File: config.mk
export PLATFORM = sky130hd
export DESIGN_NAME = wb_rr_arbiter_flat
export DESIGN_NICKNAME = d
export VERILOG_FILES = /design/src/rtl/wb_rr_arbiter_if.sv /design/src/rtl/wb_rr_arbiter.sv /design/src/flat_wrapper.sv
export SDC_FILE = /design/constraint.sdc
export NUM_CORES = 1
export LEC_CHECK = 0
export BUFFER_PORTS_ARGS = -buffer_cell sky130_fd_sc_hd__buf_2
export CORE_MARGIN = 2
export CORE_UTILIZATION = 23
export CTS_BUF_LIST = sky130_fd_sc_hd__clkbuf_4 sky130_fd_sc_hd__clkbuf_8
export CTS_CLUSTER_SIZE = 12
export DETAILED_ROUTE_END_ITERATION = 6
export SYNTH_ARGS = -nofsm -noshare
export SYNTH_HDL_FRONTEND = slang
export SYNTH_SLANG_ARGS = --single-unit
File: constraint.sdc
create_clock -name clk -period 6.9 [get_ports clk]
set_clock_uncertainty 0.2 [all_clocks]
set_input_delay 1.38 -clock clk [delete_from_list [all_inputs] [get_ports clk]]
set_output_delay 1.38 -clock clk [all_outputs]
set_load 0.005 [all_outputs]
File: src/rtl/wb_rr_arbiter_if.sv
// Bus bundle between the pooling channels and the round-robin SRAM write arbiter.
// Handshake: a channel push happens on a rising edge where ch_valid[i] && ch_ready[i]; ch_ready[i] depends only on registered state.
interface wb_rr_arbiter_if #(
    parameter int NUM_CH = 4,
    parameter int DATA_W = 13,
    parameter int MEM_W  = 16,
    parameter int ADDR_W = 10
);
    logic [NUM_CH-1:0]        ch_valid;
    logic [NUM_CH*DATA_W-1:0] ch_data;
    logic [NUM_CH*ADDR_W-1:0] ch_addr;
    logic [NUM_CH-1:0]        ch_ready;
    logic                     sign_ext;
    logic                     clr_ovf;
    logic                     sram_wr_en;
    logic [ADDR_W-1:0]        sram_wr_addr;
    logic [MEM_W-1:0]         sram_wr_data;
    logic [NUM_CH-1:0]        ovf;
    logic                     idle;

    modport master (
        output ch_valid, ch_data, ch_addr, sign_ext, clr_ovf,
        input  ch_ready, sram_wr_en, sram_wr_addr, sram_wr_data, ovf, idle
    );

    modport slave (
        input  ch_valid, ch_data, ch_addr, sign_ext, clr_ovf,
        output ch_ready, sram_wr_en, sram_wr_addr, sram_wr_data, ovf, idle
    );
endinterface

File: src/rtl/wb_rr_arbiter.sv
// Per-channel {addr, data} FIFOs drained one entry per cycle, round-robin, into a registered SRAM write port.
module wb_rr_arbiter #(
    parameter int NUM_CH = 4,
    parameter int DATA_W = 13,
    parameter int MEM_W  = 16,
    parameter int ADDR_W = 10,
    parameter int DEPTH  = 4
) (
    input logic            clk,
    input logic            rstn,
    wb_rr_arbiter_if.slave bus
);
    localparam int PTR_W = $clog2(DEPTH);
    localparam int CNT_W = $clog2(DEPTH + 1);
    localparam int CH_W  = (NUM_CH > 1) ? $clog2(NUM_CH) : 1;
    localparam int EXT_W = MEM_W - DATA_W;

    logic [ADDR_W-1:0] addr_mem_q [NUM_CH][DEPTH];
    logic [DATA_W-1:0] data_mem_q [NUM_CH][DEPTH];
    logic [PTR_W-1:0]  wr_ptr_q   [NUM_CH];
    logic [PTR_W-1:0]  rd_ptr_q   [NUM_CH];
    logic [CNT_W-1:0]  count_q    [NUM_CH];
    logic [CNT_W-1:0]  count_d    [NUM_CH];
    logic [CH_W-1:0]   prio_q;
    logic [CH_W-1:0]   prio_d;
    logic              wr_en_q;
    logic [ADDR_W-1:0] wr_addr_q;
    logic [MEM_W-1:0]  wr_data_q;
    logic [NUM_CH-1:0] ovf_q;
    logic [NUM_CH-1:0] ovf_d;

    logic [NUM_CH-1:0] full;
    logic [NUM_CH-1:0] push;
    logic [NUM_CH-1:0] pop;
    logic              grant_vld;
    logic [CH_W-1:0]   grant_idx;
    logic [ADDR_W-1:0] head_addr;
    logic [DATA_W-1:0] head_data;
    logic [MEM_W-1:0]  ext_data;
    logic              busy;
    int                cand;

    // A full FIFO refuses a push even if it is popped on the same edge.
    always_comb begin
        busy = wr_en_q;
        for (int i = 0; i < NUM_CH; i++) begin
            full[i]    = (count_q[i] == CNT_W'(DEPTH));
            push[i]    = bus.ch_valid[i] & ~full[i];
            pop[i]     = grant_vld && (grant_idx == CH_W'(i));
            count_d[i] = count_q[i] + CNT_W'(push[i]) - CNT_W'(pop[i]);
            ovf_d[i]   = (ovf_q[i] & ~bus.clr_ovf) | (bus.ch_valid[i] & full[i]);
            busy       = busy | (count_q[i] != '0);
        end
    end

    // First non-empty channel scanning upward from prio_q, wrapping at NUM_CH.
    always_comb begin
        grant_vld = 1'b0;
        grant_idx = '0;
        cand      = 0;
        for (int i = 0; i < NUM_CH; i++) begin
            cand = int'(prio_q) + i;
            if (cand >= NUM_CH) cand = cand - NUM_CH;
            if (!grant_vld && (count_q[cand] != '0)) begin
                grant_vld = 1'b1;
                grant_idx = CH_W'(cand);
            end
        end
    end

    always_comb begin
        head_addr = addr_mem_q[grant_idx][rd_ptr_q[grant_idx]];
        head_data = data_mem_q[grant_idx][rd_ptr_q[grant_idx]];
        ext_data  = {{EXT_W{bus.sign_ext & head_data[DATA_W-1]}}, head_data};
        prio_d    = (grant_idx == CH_W'(NUM_CH - 1)) ? '0 : grant_idx + 1'b1;
    end

    always_ff @(posedge clk) begin
        for (int i = 0; i < NUM_CH; i++) begin
            if (push[i]) begin
                addr_mem_q[i][wr_ptr_q[i]] <= bus.ch_addr[i*ADDR_W +: ADDR_W];
                data_mem_q[i][wr_ptr_q[i]] <= bus.ch_data[i*DATA_W +: DATA_W];
            end
        end
    end

    always_ff @(posedge clk or negedge rstn) begin
        if (!rstn) begin
            for (int i = 0; i < NUM_CH; i++) begin
                wr_ptr_q[i] <= '0;
                rd_ptr_q[i] <= '0;
                count_q[i]  <= '0;
            end
            prio_q    <= '0;
            wr_en_q   <= 1'b0;
            wr_addr_q <= '0;
            wr_data_q <= '0;
            ovf_q     <= '0;
        end else begin
            for (int i = 0; i < NUM_CH; i++) begin
                if (push[i]) wr_ptr_q[i] <= wr_ptr_q[i] + 1'b1;
                if (pop[i])  rd_ptr_q[i] <= rd_ptr_q[i] + 1'b1;
                count_q[i] <= count_d[i];
            end
            wr_en_q <= grant_vld;
            ovf_q   <= ovf_d;
            if (grant_vld) begin
                prio_q    <= prio_d;
                wr_addr_q <= head_addr;
                wr_data_q <= ext_data;
            end
        end
    end

    assign bus.ch_ready     = ~full;
    assign bus.sram_wr_en   = wr_en_q;
    assign bus.sram_wr_addr = wr_addr_q;
    assign bus.sram_wr_data = wr_data_q;
    assign bus.ovf          = ovf_q;
    assign bus.idle         = ~busy;
endmodule

File: src/flat_wrapper.sv
// flat-port wrapper written by rule: the top's interface ports become plain ports
module wb_rr_arbiter_flat 
#(
    parameter int NUM_CH = 4,
    parameter int DATA_W = 13,
    parameter int MEM_W  = 16,
    parameter int ADDR_W = 10,
    parameter int DEPTH  = 4
)
  (clk, rstn, bus_ch_valid, bus_ch_data, bus_ch_addr, bus_sign_ext, bus_clr_ovf, bus_ch_ready, bus_sram_wr_en, bus_sram_wr_addr, bus_sram_wr_data, bus_ovf, bus_idle);
  wb_rr_arbiter_if #(.NUM_CH(NUM_CH), .DATA_W(DATA_W), .MEM_W(MEM_W), .ADDR_W(ADDR_W)) bus_i ();
  input logic clk;
  input logic rstn;
  input wire logic [$bits(bus_i.ch_valid)-1:0] bus_ch_valid;
  input wire logic [$bits(bus_i.ch_data)-1:0] bus_ch_data;
  input wire logic [$bits(bus_i.ch_addr)-1:0] bus_ch_addr;
  input wire logic [$bits(bus_i.sign_ext)-1:0] bus_sign_ext;
  input wire logic [$bits(bus_i.clr_ovf)-1:0] bus_clr_ovf;
  output wire logic [$bits(bus_i.ch_ready)-1:0] bus_ch_ready;
  output wire logic [$bits(bus_i.sram_wr_en)-1:0] bus_sram_wr_en;
  output wire logic [$bits(bus_i.sram_wr_addr)-1:0] bus_sram_wr_addr;
  output wire logic [$bits(bus_i.sram_wr_data)-1:0] bus_sram_wr_data;
  output wire logic [$bits(bus_i.ovf)-1:0] bus_ovf;
  output wire logic [$bits(bus_i.idle)-1:0] bus_idle;
  assign bus_i.ch_valid = bus_ch_valid;
  assign bus_i.ch_data = bus_ch_data;
  assign bus_i.ch_addr = bus_ch_addr;
  assign bus_i.sign_ext = bus_sign_ext;
  assign bus_i.clr_ovf = bus_clr_ovf;
  assign bus_ch_ready = bus_i.ch_ready;
  assign bus_sram_wr_en = bus_i.sram_wr_en;
  assign bus_sram_wr_addr = bus_i.sram_wr_addr;
  assign bus_sram_wr_data = bus_i.sram_wr_data;
  assign bus_ovf = bus_i.ovf;
  assign bus_idle = bus_i.idle;
  wb_rr_arbiter #(.NUM_CH(NUM_CH), .DATA_W(DATA_W), .MEM_W(MEM_W), .ADDR_W(ADDR_W), .DEPTH(DEPTH)) u_core (.clk(clk), .rstn(rstn), .bus(bus_i));
endmodule
==> results of run 1 <==
## where the power goes
| group | internal, W | switching [W] | total [W] | leakage (nW) |
|---|---|---|---|---|
| registers | 0.00351 | 0.000276 | 0.00378 | 4.06 |
| clock network | 0.00128 | 0.00102 | 0.00230 | 0.772 |
| logic | 0.00187 | 0.00335 | 0.00521 | 2.65 |
## routing by layer
layer	vias to the layer above	track usage [%]
met2	452	22.1
met3	134	4.95
met1	5521	15.9
met5	-	0
met4	46	4.54
li1	4931	-
## registers in the layout, summed over array words and instances (netlist names)
signal,flops
u_core.bus.sram_wr_addr,10
u_core.bus.sram_wr_data,14
u_core.addr_mem_q,160
u_core.count_q,12
u_core.bus.sram_wr_en,1
u_core.prio_q,2
u_core.rd_ptr_q,8
u_core.wr_ptr_q,8
u_core.data_mem_q,208
u_core.bus.ovf,4
## cell usage after synthesis (all sizes together)
cell,number,area share [%]
or3,4,0.14
and4,1,0.050
nand2,151,3.2
a221oi,22,1.1
o31a,24,1.2
buf,40,1.2
a21oi,132,3.8
xor2,4,0.20
nor2,30,0.64
a211oi,69,3.5
o31ai,2,0.086
a2bb2oi,1,0.050
a211o,1,0.050
mux2i,58,3.3
ha,28,2.0
a22oi,66,2.8
o21a,2,0.086
o21ai,9,0.26
dfrtp,59,8.5
a32o,4,0.23
and2,9,0.32
clkbuf,40,0.86
xnor2,16,0.80
inv,31,0.67
nor4,1,0.036
edfxtp,368,63
and3,16,0.57
nor3,8,0.35
fa,4,0.46
mux2,1,0.064
o211ai,2,0.14
## critical path, cell delays in order (launching register included)
cell and delay, ps:
dfrtp_1 500, nor4_1 650, a211oi_4 70, buf_4 290
nor3_4 270, inv_4 290, o211ai_2 230, buf_4 350
and2_2 700, buf_4 480, mux2i_1 310, a211oi_2 100
## cell type report
cell class,count,area share [%]
repair buffers,169,4.50
multi-input cells,665,21.6
flip-flops and latches,427,60.3
well taps,978,5.89
clock buffers,99,5.96
clock inverters,26,1.08
diodes,5,0.0603
inverters,31,0.579
## final timing paths
| check | from | endpoint | slack [ps] | depth (start not counted) |
|---|---|---|---|---|
| min | u_core.bus.sram_wr_data[12] | u_core.bus.sram_wr_data[12] | 290 | 2 |
| max reg2reg | u_core.prio_q[1] | u_core.bus.sram_wr_data[8] | 2260 | 11 |
| min reg2reg | u_core.bus.sram_wr_data[12] | u_core.bus.sram_wr_data[12] | 290 | 2 |
| min in group asynchronous | rstn | u_core.bus.sram_wr_en | 690 | 1 |
| max | u_core.prio_q[1] | u_core.bus.sram_wr_data[8] | 2260 | 11 |
| max in group asynchronous | rstn | u_core.bus.sram_wr_addr[3] | 5190 | 1 |
## placed cells by master, fill, tap and decap left out, drive strengths merged
master,count
edfxtp,368
buf,169
nand2,151
a21oi,132
clkbuf,99
a211oi,69
a22oi,66
dfrtp,59
mux2i,58
inv,35
nor2,30
ha,28
o31a,24
a221oi,22
clkinv,17
and3,16
xnor2,16
o21ai,9
and2,9
nor3,8
diode,5
or3,4
xor2,4
a32o,4
fa,4
bufinv,3
o31ai,2
o211ai,2
clkinvlp,2
o21a,2
a2bb2oi,1
nor4,1
mux2,1
a211o,1
and4,1
## cells by family after synthesis
group | share of synthesized area, %
buffers and inverters | 2.72
adders and majority gates | 2.46
AOI/OAI and AO/OA | 13.3
xor gates and xnor gates | 1.00
DFF | 71.7
and+or+nand+nor | 5.37
muxes | 3.39
## stage by stage
stage / utilization, % / cells / power, W
6_report: 27.5 / 2400 / 0.0113
4_1_cts: 27.5 / 2395 / 0.0114
2_1_floorplan: - / 1203 / 0.00749
3_3_place_gp: 25.5 / 2270 / 0.00896
3_5_place_dp: 25.5 / 2270 / 0.00907
5_1_grt: 27.5 / 2396 / 0.0120
==> report_table.html, run 1 <==
<table>
<tr><th>Metric</th><th>Value</th></tr>
<tr><th colspan="2">Floorplan</th></tr>
<tr><td>Initial core utilization</td><td>23.1%</td></tr>
<tr><td>FP Rows</td><td>101</td></tr>
<tr><td>Overall die width</td><td>280 um</td></tr>
<tr><td>Floorplan core area</td><td>0.0756 sq mm</td></tr>
<tr><td>Y dimension of the die</td><td>280 um</td></tr>
<tr><td>Floorplan die area</td><td>0.0781 sq mm</td></tr>
<tr><td>Total I/O pin count</td><td>136</td></tr>
<tr><th colspan="2">GRT</th></tr>
<tr><td>Number of global-route vias before repair</td><td>11193</td></tr>
<tr><td>First-pass GRT wire length</td><td>75800 um</td></tr>
<tr><td>Initial antenna violation count</td><td>29</td></tr>
<tr><td>Pin count of the biggest net entering global routing</td><td>90</td></tr>
<tr><td>Total routing usage reported by global routing</td><td>13.3%</td></tr>
<tr><td>Residual overflow from global routing</td><td>0</td></tr>
<tr><th colspan="2">Clock tree</th></tr>
<tr><td>Buffer type at the clock tree root</td><td>clkbuf_8</td></tr>
<tr><td>Number of buffers created by CTS</td><td>69</td></tr>
<tr><td>Post-CTS Setup Repair Bufs</td><td>0</td></tr>
<tr><td>Maximum count of clock buffers along a single path</td><td>3</td></tr>
<tr><td>Worst-path clk slew</td><td>60 ps</td></tr>
<tr><td>H-tree Lvls</td><td>3</td></tr>
<tr><td>Cts repair resizes</td><td>0</td></tr>
<tr><td>Post-CTS Hold Fix Bufs</td><td>0</td></tr>
<tr><td>Number of clock sinks</td><td>427</td></tr>
<tr><td>CTS tree</td><td>yes</td></tr>
<tr><td>Clk_lat worst skew</td><td>640 ps</td></tr>
<tr><th colspan="2">Route</th></tr>
<tr><td>Residual DRC</td><td>0</td></tr>
<tr><td>Violation count after the first detailed-routing iteration</td><td>1144</td></tr>
<tr><td>Mean number of vias per cell</td><td>4.62</td></tr>
<tr><td>DR vias</td><td>11084</td></tr>
<tr><td>Highest Signal Layer</td><td>met5</td></tr>
<tr><td>Number of nets still failing antenna checks after routing</td><td>0</td></tr>
<tr><td>Per-cell routed wire length</td><td>22.0 um</td></tr>
<tr><td>Metal2 WL</td><td>25400 um</td></tr>
<tr><td>M1 wire length</td><td>21100 um</td></tr>
<tr><td>Met3 wirelength from detailed routing</td><td>4680 um</td></tr>
<tr><td>First-pass DRT Iterations</td><td>6</td></tr>
<tr><td>Final Routed Wirelength</td><td>52900 um</td></tr>
<tr><th colspan="2">Timing</th></tr>
<tr><td>Max Freq</td><td>215 MHz</td></tr>
<tr><td>Endpoints failing hold</td><td>0</td></tr>
<tr><td>Final-report max-slew violation count</td><td>0</td></tr>
<tr><td>Aggregate negative setup slack</td><td>0 ps</td></tr>
<tr><td>Crit share post-route</td><td>67.3%</td></tr>
<tr><td>Worst Hold Margin</td><td>287 ps</td></tr>
<tr><td>Min setup slack post-route</td><td>2260 ps</td></tr>
<tr><td>Max-Slew Margin vs Limit</td><td>32.0%</td></tr>
<tr><td>Unrepaired setup endpoints after global routing</td><td>no</td></tr>
<tr><td>Count of final setup violators</td><td>0</td></tr>
<tr><td>Worst-Margin Slew</td><td>1020 ps</td></tr>
<tr><td>Final critical-path required period</td><td>4640 ps</td></tr>
<tr><th colspan="2">Cells and area</th></tr>
<tr><td>Share of cells above drive strength 1</td><td>22.3%</td></tr>
<tr><td>Storage cell area</td><td>0.0125 sq mm</td></tr>
<tr><td>Post-route cell area</td><td>0.0208 sq mm</td></tr>
<tr><td>Syn-to-layout area delta</td><td>18.9%</td></tr>
<tr><td>Nets</td><td>1495</td></tr>
<tr><td>Multi-input gate area in the final layout</td><td>0.00448 sq mm</td></tr>
<tr><td>Count of fill cells added during filler insertion</td><td>7643</td></tr>
<tr><th colspan="2">Power and ir drop</th></tr>
<tr><td>Leakage power figure</td><td>7.48 nW</td></tr>
<tr><td>Maximum VDD drop</td><td>0.377 mV</td></tr>
<tr><td>Power density of the placed cells</td><td>544 mW/mm^2</td></tr>
<tr><th colspan="2">Logic synthesis</th></tr>
<tr><td>Nets in the synthesized netlist</td><td>1335</td></tr>
<tr><td>Synthesis-stage register bit count</td><td>427</td></tr>
<tr><td>Synth Cell Area</td><td>0.0175 sq mm</td></tr>
<tr><td>Count of synthesis-stage warnings from yosys</td><td>0</td></tr>
<tr><td>Post-synthesis average cell area</td><td>14.5 sq um</td></tr>
<tr><td>Part of the Yosys area used for sequential elements</td><td>71.7%</td></tr>
<tr><td>Synth Instances</td><td>1203</td></tr>
<tr><td>Unique cell type count in the Yosys netlist</td><td>40</td></tr>
<tr><th colspan="2">Critical path</th></tr>
<tr><td>Signal arrival time at the worst endpoint</td><td>4950 ps</td></tr>
<tr><td>Classification of the worst setup path</td><td>reg2reg</td></tr>
<tr><td>Critical path startpoint category</td><td>flop</td></tr>
<tr><td>Max FO, Critical Path</td><td>59</td></tr>
<tr><td>Worst path required time</td><td>7210 ps</td></tr>
<tr><td>Crit end category</td><td>flop</td></tr>
<tr><th colspan="2">Hold path</th></tr>
<tr><td>Hold Path Class</td><td>reg2reg</td></tr>
<tr><th colspan="2">Placed design</th></tr>
<tr><td>IO buf count</td><td>135</td></tr>
<tr><td>Detailed placement HPWL</td><td>32500 um</td></tr>
<tr><td>Area of placed instances</td><td>0.0193 sq mm</td></tr>
<tr><td>Worst slack, placed</td><td>2300 ps</td></tr>
<tr><td>GP Congestion</td><td>0.759</td></tr>
<tr><th colspan="2">Flow run</th></tr>
<tr><td>Count of maximum capacitance violations</td><td>0</td></tr>
<tr><th colspan="2">Run status</th></tr>
<tr><td>Outcome</td><td>finished, final reports clean</td></tr>
</table>
No activity file was read; power rests on OpenSTA's default activity.
==> run 2: changes to the inputs <==
--- a/config.mk
+++ b/config.mk
@@ -5,6 +5,7 @@
 export SDC_FILE = /design/constraint.sdc
 export NUM_CORES = 1
 export LEC_CHECK = 0
+export ABC_AREA = 1
 export BUFFER_PORTS_ARGS = -buffer_cell sky130_fd_sc_hd__buf_2
 export CORE_MARGIN = 2
 export CORE_UTILIZATION = 23
==> constraint.sdc (replaced) <==
create_clock -name clk -period 4.4 [get_ports clk]
set_clock_uncertainty 0.2 [all_clocks]
set_input_delay 0.88 -clock clk [delete_from_list [all_inputs] [get_ports clk]]
set_output_delay 0.88 -clock clk [all_outputs]
set_load 0.005 [all_outputs]
==> report_table.html, run 2 <==
<table>
<tr><th>Metric</th><th>Value</th></tr>
<tr><th colspan="2">Floorplan</th></tr>
<tr><td>Total I/O pin count</td><td>136 (unchanged)</td></tr>
<tr><td>Overall die width</td><td>287 um (+2.5%)</td></tr>
<tr><td>Floorplan core area</td><td>0.0790 sq mm (+4.5%)</td></tr>
<tr><td>Initial core utilization</td><td>23.3% (+0.15 points)</td></tr>
<tr><td>Floorplan die area</td><td>0.0821 sq mm (+5.1%)</td></tr>
<tr><td>Y dimension of the die</td><td>287 um (+2.5%)</td></tr>
<tr><td>FP Rows</td><td>103 (+2.0%)</td></tr>
<tr><th colspan="2">GRT</th></tr>
<tr><td>Pin count of the biggest net entering global routing</td><td>177 (+97%)</td></tr>
<tr><td>First-pass GRT wire length</td><td>74000 um (-2.4%)</td></tr>
<tr><td>Number of global-route vias before repair</td><td>11955 (+6.8%)</td></tr>
<tr><td>Residual overflow from global routing</td><td>0 (unchanged)</td></tr>
<tr><td>Initial antenna violation count</td><td>35 (+21%)</td></tr>
<tr><td>Total routing usage reported by global routing</td><td>12.1% (-1.2 points)</td></tr>
<tr><th colspan="2">Timing</th></tr>
<tr><td>Endpoints failing hold</td><td>0 (unchanged)</td></tr>
<tr><td>Final critical-path required period</td><td>3760 ps (-887 ps)</td></tr>
<tr><td>Count of final setup violators</td><td>0 (unchanged)</td></tr>
<tr><td>Crit share post-route</td><td>85.4% (+18 points)</td></tr>
<tr><td>Max-Slew Margin vs Limit</td><td>43.9% (+12 points)</td></tr>
<tr><td>Worst-Margin Slew</td><td>842 ps (-179 ps)</td></tr>
<tr><td>Max Freq</td><td>266 MHz (+24%)</td></tr>
<tr><td>Worst Hold Margin</td><td>73.1 ps (-214 ps)</td></tr>
<tr><td>Aggregate negative setup slack</td><td>0 ps (unchanged)</td></tr>
<tr><td>Final-report max-slew violation count</td><td>0 (unchanged)</td></tr>
<tr><td>Unrepaired setup endpoints after global routing</td><td>no</td></tr>
<tr><th colspan="2">Logic synthesis</th></tr>
<tr><td>Synth Area in Compound Gates</td><td>0.477% (-13 points)</td></tr>
<tr><td>Largest family of logic cells by synthesized area</td><td>simple AND/OR/NAND/NOR gates</td></tr>
<tr><td>Nets in the synthesized netlist</td><td>1862 (+39%)</td></tr>
<tr><td>Post-synthesis share of cell area spent on xor and xnor gates</td><td>0.763% (-0.24 points)</td></tr>
<tr><td>Leading cell types by total area after synthesis</td><td>edfxtp_1 60%, nand2_1 16%, dfrtp_1 8.0%, nand3_1 5.4%, ha_1 1.9%</td></tr>
<tr><td>Count of synthesis-stage warnings from yosys</td><td>0 (unchanged)</td></tr>
<tr><td>Synthesis-stage register bit count</td><td>427 (unchanged)</td></tr>
<tr><td>Most instantiated cells after synthesis</td><td>799 x nand2_1, 368 x edfxtp_1, 198 x nand3_1, 81 x inv_1, 59 x dfrtp_1</td></tr>
<tr><td>Part of the Yosys area used for sequential elements</td><td>68.2% (-3.5 points)</td></tr>
<tr><td>Synth Cell Area</td><td>0.0184 sq mm (+5.2%)</td></tr>
<tr><td>Synth Instances</td><td>1730 (+44%)</td></tr>
<tr><td>Share of synthesized cell area in and, or, nand and nor gates</td><td>23.7% (+18 points)</td></tr>
<tr><td>Synthesized-area fraction occupied by adder cells</td><td>2.34% (-0.12 points)</td></tr>
<tr><td>Biggest area consumer among synthesized cells</td><td>edfxtp_1</td></tr>
<tr><td>Post-synthesis average cell area</td><td>10.6 sq um (-27%)</td></tr>
<tr><td>Dominant synthesized flop cell</td><td>edfxtp_1</td></tr>
<tr><td>Count of flip-flops with a built-in enable after synthesis</td><td>368 (unchanged)</td></tr>
<tr><td>Top cell type's share of synthesized area</td><td>60.2% (-3.1 points)</td></tr>
<tr><td>Cell with the most instances after synthesis</td><td>nand2_1</td></tr>
<tr><td>Fraction of synthesized area in multiplexers</td><td>0% (-3.4 points)</td></tr>
<tr><td>Unique cell type count in the Yosys netlist</td><td>28 (-30%)</td></tr>
<tr><td>Share of flip-flops with an asynchronous set or reset</td><td>13.8% (unchanged)</td></tr>
<tr><th colspan="2">Critical path</th></tr>
<tr><td>Cell Chain, Critical Path</td><td>buf_4, o21ai_1, nor2_1, nand2_1, nand2_2, nand2_1, nor2_1, nor2_1, nor2_1, nor2_4, ha_1, nand2_1, inv_1, ha_1, inv_1, ha_1, inv_1, fa_1, xnor2_1, xor2_1</td></tr>
<tr><td>Highest-delay cell along the critical path</td><td>dfrtp_1</td></tr>
<tr><td>Critical path startpoint category</td><td>flop</td></tr>
<tr><td>Launch point of the worst reg-to-reg path</td><td>u_core.prio_q[0]</td></tr>
<tr><td>Max FO, Critical Path</td><td>17 (-71%)</td></tr>
<tr><td>Worst path required time</td><td>4710 ps (-2500 ps)</td></tr>
<tr><td>Crit end category</td><td>flop</td></tr>
<tr><td>Classification of the worst setup path</td><td>reg2reg</td></tr>
<tr><td>Delay of the slowest cell on the worst path</td><td>430 ps (-270 ps)</td></tr>
<tr><td>Cell with the most instances on the worst path</td><td>nor2_1</td></tr>
<tr><td>Signal arrival time at the worst endpoint</td><td>4070 ps (-880 ps)</td></tr>
<tr><td>Start point of the critical path</td><td>u_core.prio_q[0]</td></tr>
<tr><td>Dominant delay contributor by cell family on the critical path</td><td>simple AND/OR/NAND/NOR gates</td></tr>
<tr><td>Count of buffer and inverter cells on the critical path</td><td>4 (unchanged)</td></tr>
<tr><th colspan="2">Clock tree</th></tr>
<tr><td>CTS tree</td><td>yes</td></tr>
<tr><td>Cts repair resizes</td><td>0 (unchanged)</td></tr>
<tr><td>H-tree Lvls</td><td>2 (-1)</td></tr>
<tr><td>Post-CTS Hold Fix Bufs</td><td>0 (unchanged)</td></tr>
<tr><td>Post-CTS Setup Repair Bufs</td><td>0 (unchanged)</td></tr>
<tr><td>Buffer type at the clock tree root</td><td>clkbuf_8</td></tr>
<tr><td>Number of buffers created by CTS</td><td>59 (-14%)</td></tr>
<tr><td>Maximum count of clock buffers along a single path</td><td>3 (unchanged)</td></tr>
<tr><td>Clk_lat worst skew</td><td>650 ps (about the same)</td></tr>
<tr><td>Worst-path clk slew</td><td>70 ps (about the same)</td></tr>
<tr><td>Number of clock sinks</td><td>427 (unchanged)</td></tr>
<tr><th colspan="2">Route</th></tr>
<tr><td>Violation count after the first detailed-routing iteration</td><td>918 (-20%)</td></tr>
<tr><td>DR vias</td><td>12562 (+13%)</td></tr>
<tr><td>Residual DRC</td><td>0 (unchanged)</td></tr>
<tr><td>Final Routed Wirelength</td><td>51100 um (-3.4%)</td></tr>
<tr><td>Per-cell routed wire length</td><td>17.2 um (-22%)</td></tr>
<tr><td>Number of nets still failing antenna checks after routing</td><td>0 (unchanged)</td></tr>
<tr><td>First-pass DRT Iterations</td><td>5 (-1)</td></tr>
<tr><td>Mean number of vias per cell</td><td>4.22 (-8.6%)</td></tr>
<tr><th colspan="2">Cells and area</th></tr>
<tr><td>Final instance count without filler cells</td><td>2976 (+24%)</td></tr>
<tr><td>Nets</td><td>2004 (+34%)</td></tr>
<tr><td>Top library cells by usage in the layout, fill and taps aside</td><td>799 x nand2_1, 368 x edfxtp_1, 198 x nand3_1</td></tr>
<tr><td>Leading cell type in the layout, fill and taps excluded</td><td>nand2_1</td></tr>
<tr><td>Storage cell area</td><td>0.0125 sq mm (unchanged)</td></tr>
<tr><td>Max FFs per register</td><td>208 (unchanged)</td></tr>
<tr><td>Count of fill cells added during filler insertion</td><td>8267 (+8.2%)</td></tr>
<tr><td>Share of cells above drive strength 1</td><td>15.9% (-6.4 points)</td></tr>
<tr><td>Syn-to-layout area delta</td><td>16.7%</td></tr>
<tr><td>Multi-input gate area in the final layout</td><td>0.00507 sq mm (+13%)</td></tr>
<tr><th colspan="2">Placed design</th></tr>
<tr><td>GP Congestion</td><td>0.806 (+6.1%)</td></tr>
<tr><td>Number of placed instances with taps included</td><td>2861 (+26%)</td></tr>
<tr><td>Detailed placement HPWL</td><td>33700 um (+3.6%)</td></tr>
<tr><td>IO buf count</td><td>135 (unchanged)</td></tr>
<tr><th colspan="2">Flow run</th></tr>
<tr><td>Count of maximum capacitance violations</td><td>0 (unchanged)</td></tr>
<tr><th colspan="2">Run status</th></tr>
<tr><td>Outcome</td><td>finished, final reports clean</td></tr>
<tr><th colspan="2">Hold path</th></tr>
<tr><td>Hold Path Class</td><td>in2async</td></tr>
</table>
-- run 2: kinds of logic after synthesis --
logic type	after synthesis
adder cells (fa/ha/maj)	32
AO/OA/AOI/OAI	16
AND/OR/NAND/NOR	1068
buffers and inverters	171
XOR/XNOR	16
flip-flops	427
-- run 2: final timing paths --
kind                       slack (ps)                         end  depth (start not counted)
min in group clk                  250    u_core.addr_mem_q[3][23]                          1
min reg2reg                       270          u_core.rd_ptr_q[5]                          1
max reg2reg                       640          u_core.count_q[11]                         20
min                                70  u_core.bus.sram_wr_data[5]                          1
max                               640          u_core.count_q[11]                         20
max in group asynchronous        3180          u_core.wr_ptr_q[7]                          2
-- run 2: cell type report --
cell class / count / share of cell area, %
flip-flops and latches: 427 / 58.4
clock buffers: 97 / 5.47
diodes: 4 / 0.0467
inverters: 86 / 1.52
clock inverters: 14 / 0.438
multi-input cells: 1132 / 23.6
repair buffers: 166 / 4.35
well taps: 1050 / 6.13
-- run 2: routing by layer --
layer	track usage, %	share of wire (%)	up-vias
li1	-	-	6002
met1	15.2	42	5962
met2	20.7	48	457
met3	3.07	7.9	129
met4	2.96	2.5	12
met5	0	0.14	-
-- run 2: through the flow --
stage	util, %	cell area (sq um)	setup WS (ps)
after floorplan	-	18400	849
after global placement	25.5	20200	721
after detailed placement	25.5	20200	664
after CTS	27.1	21400	624
after global routing	27.1	21400	255
final	27.1	21400	644
Power of run 2 is not shown: default switching activity piles up to over one toggle a cycle in this logic, so the estimate is an artifact.
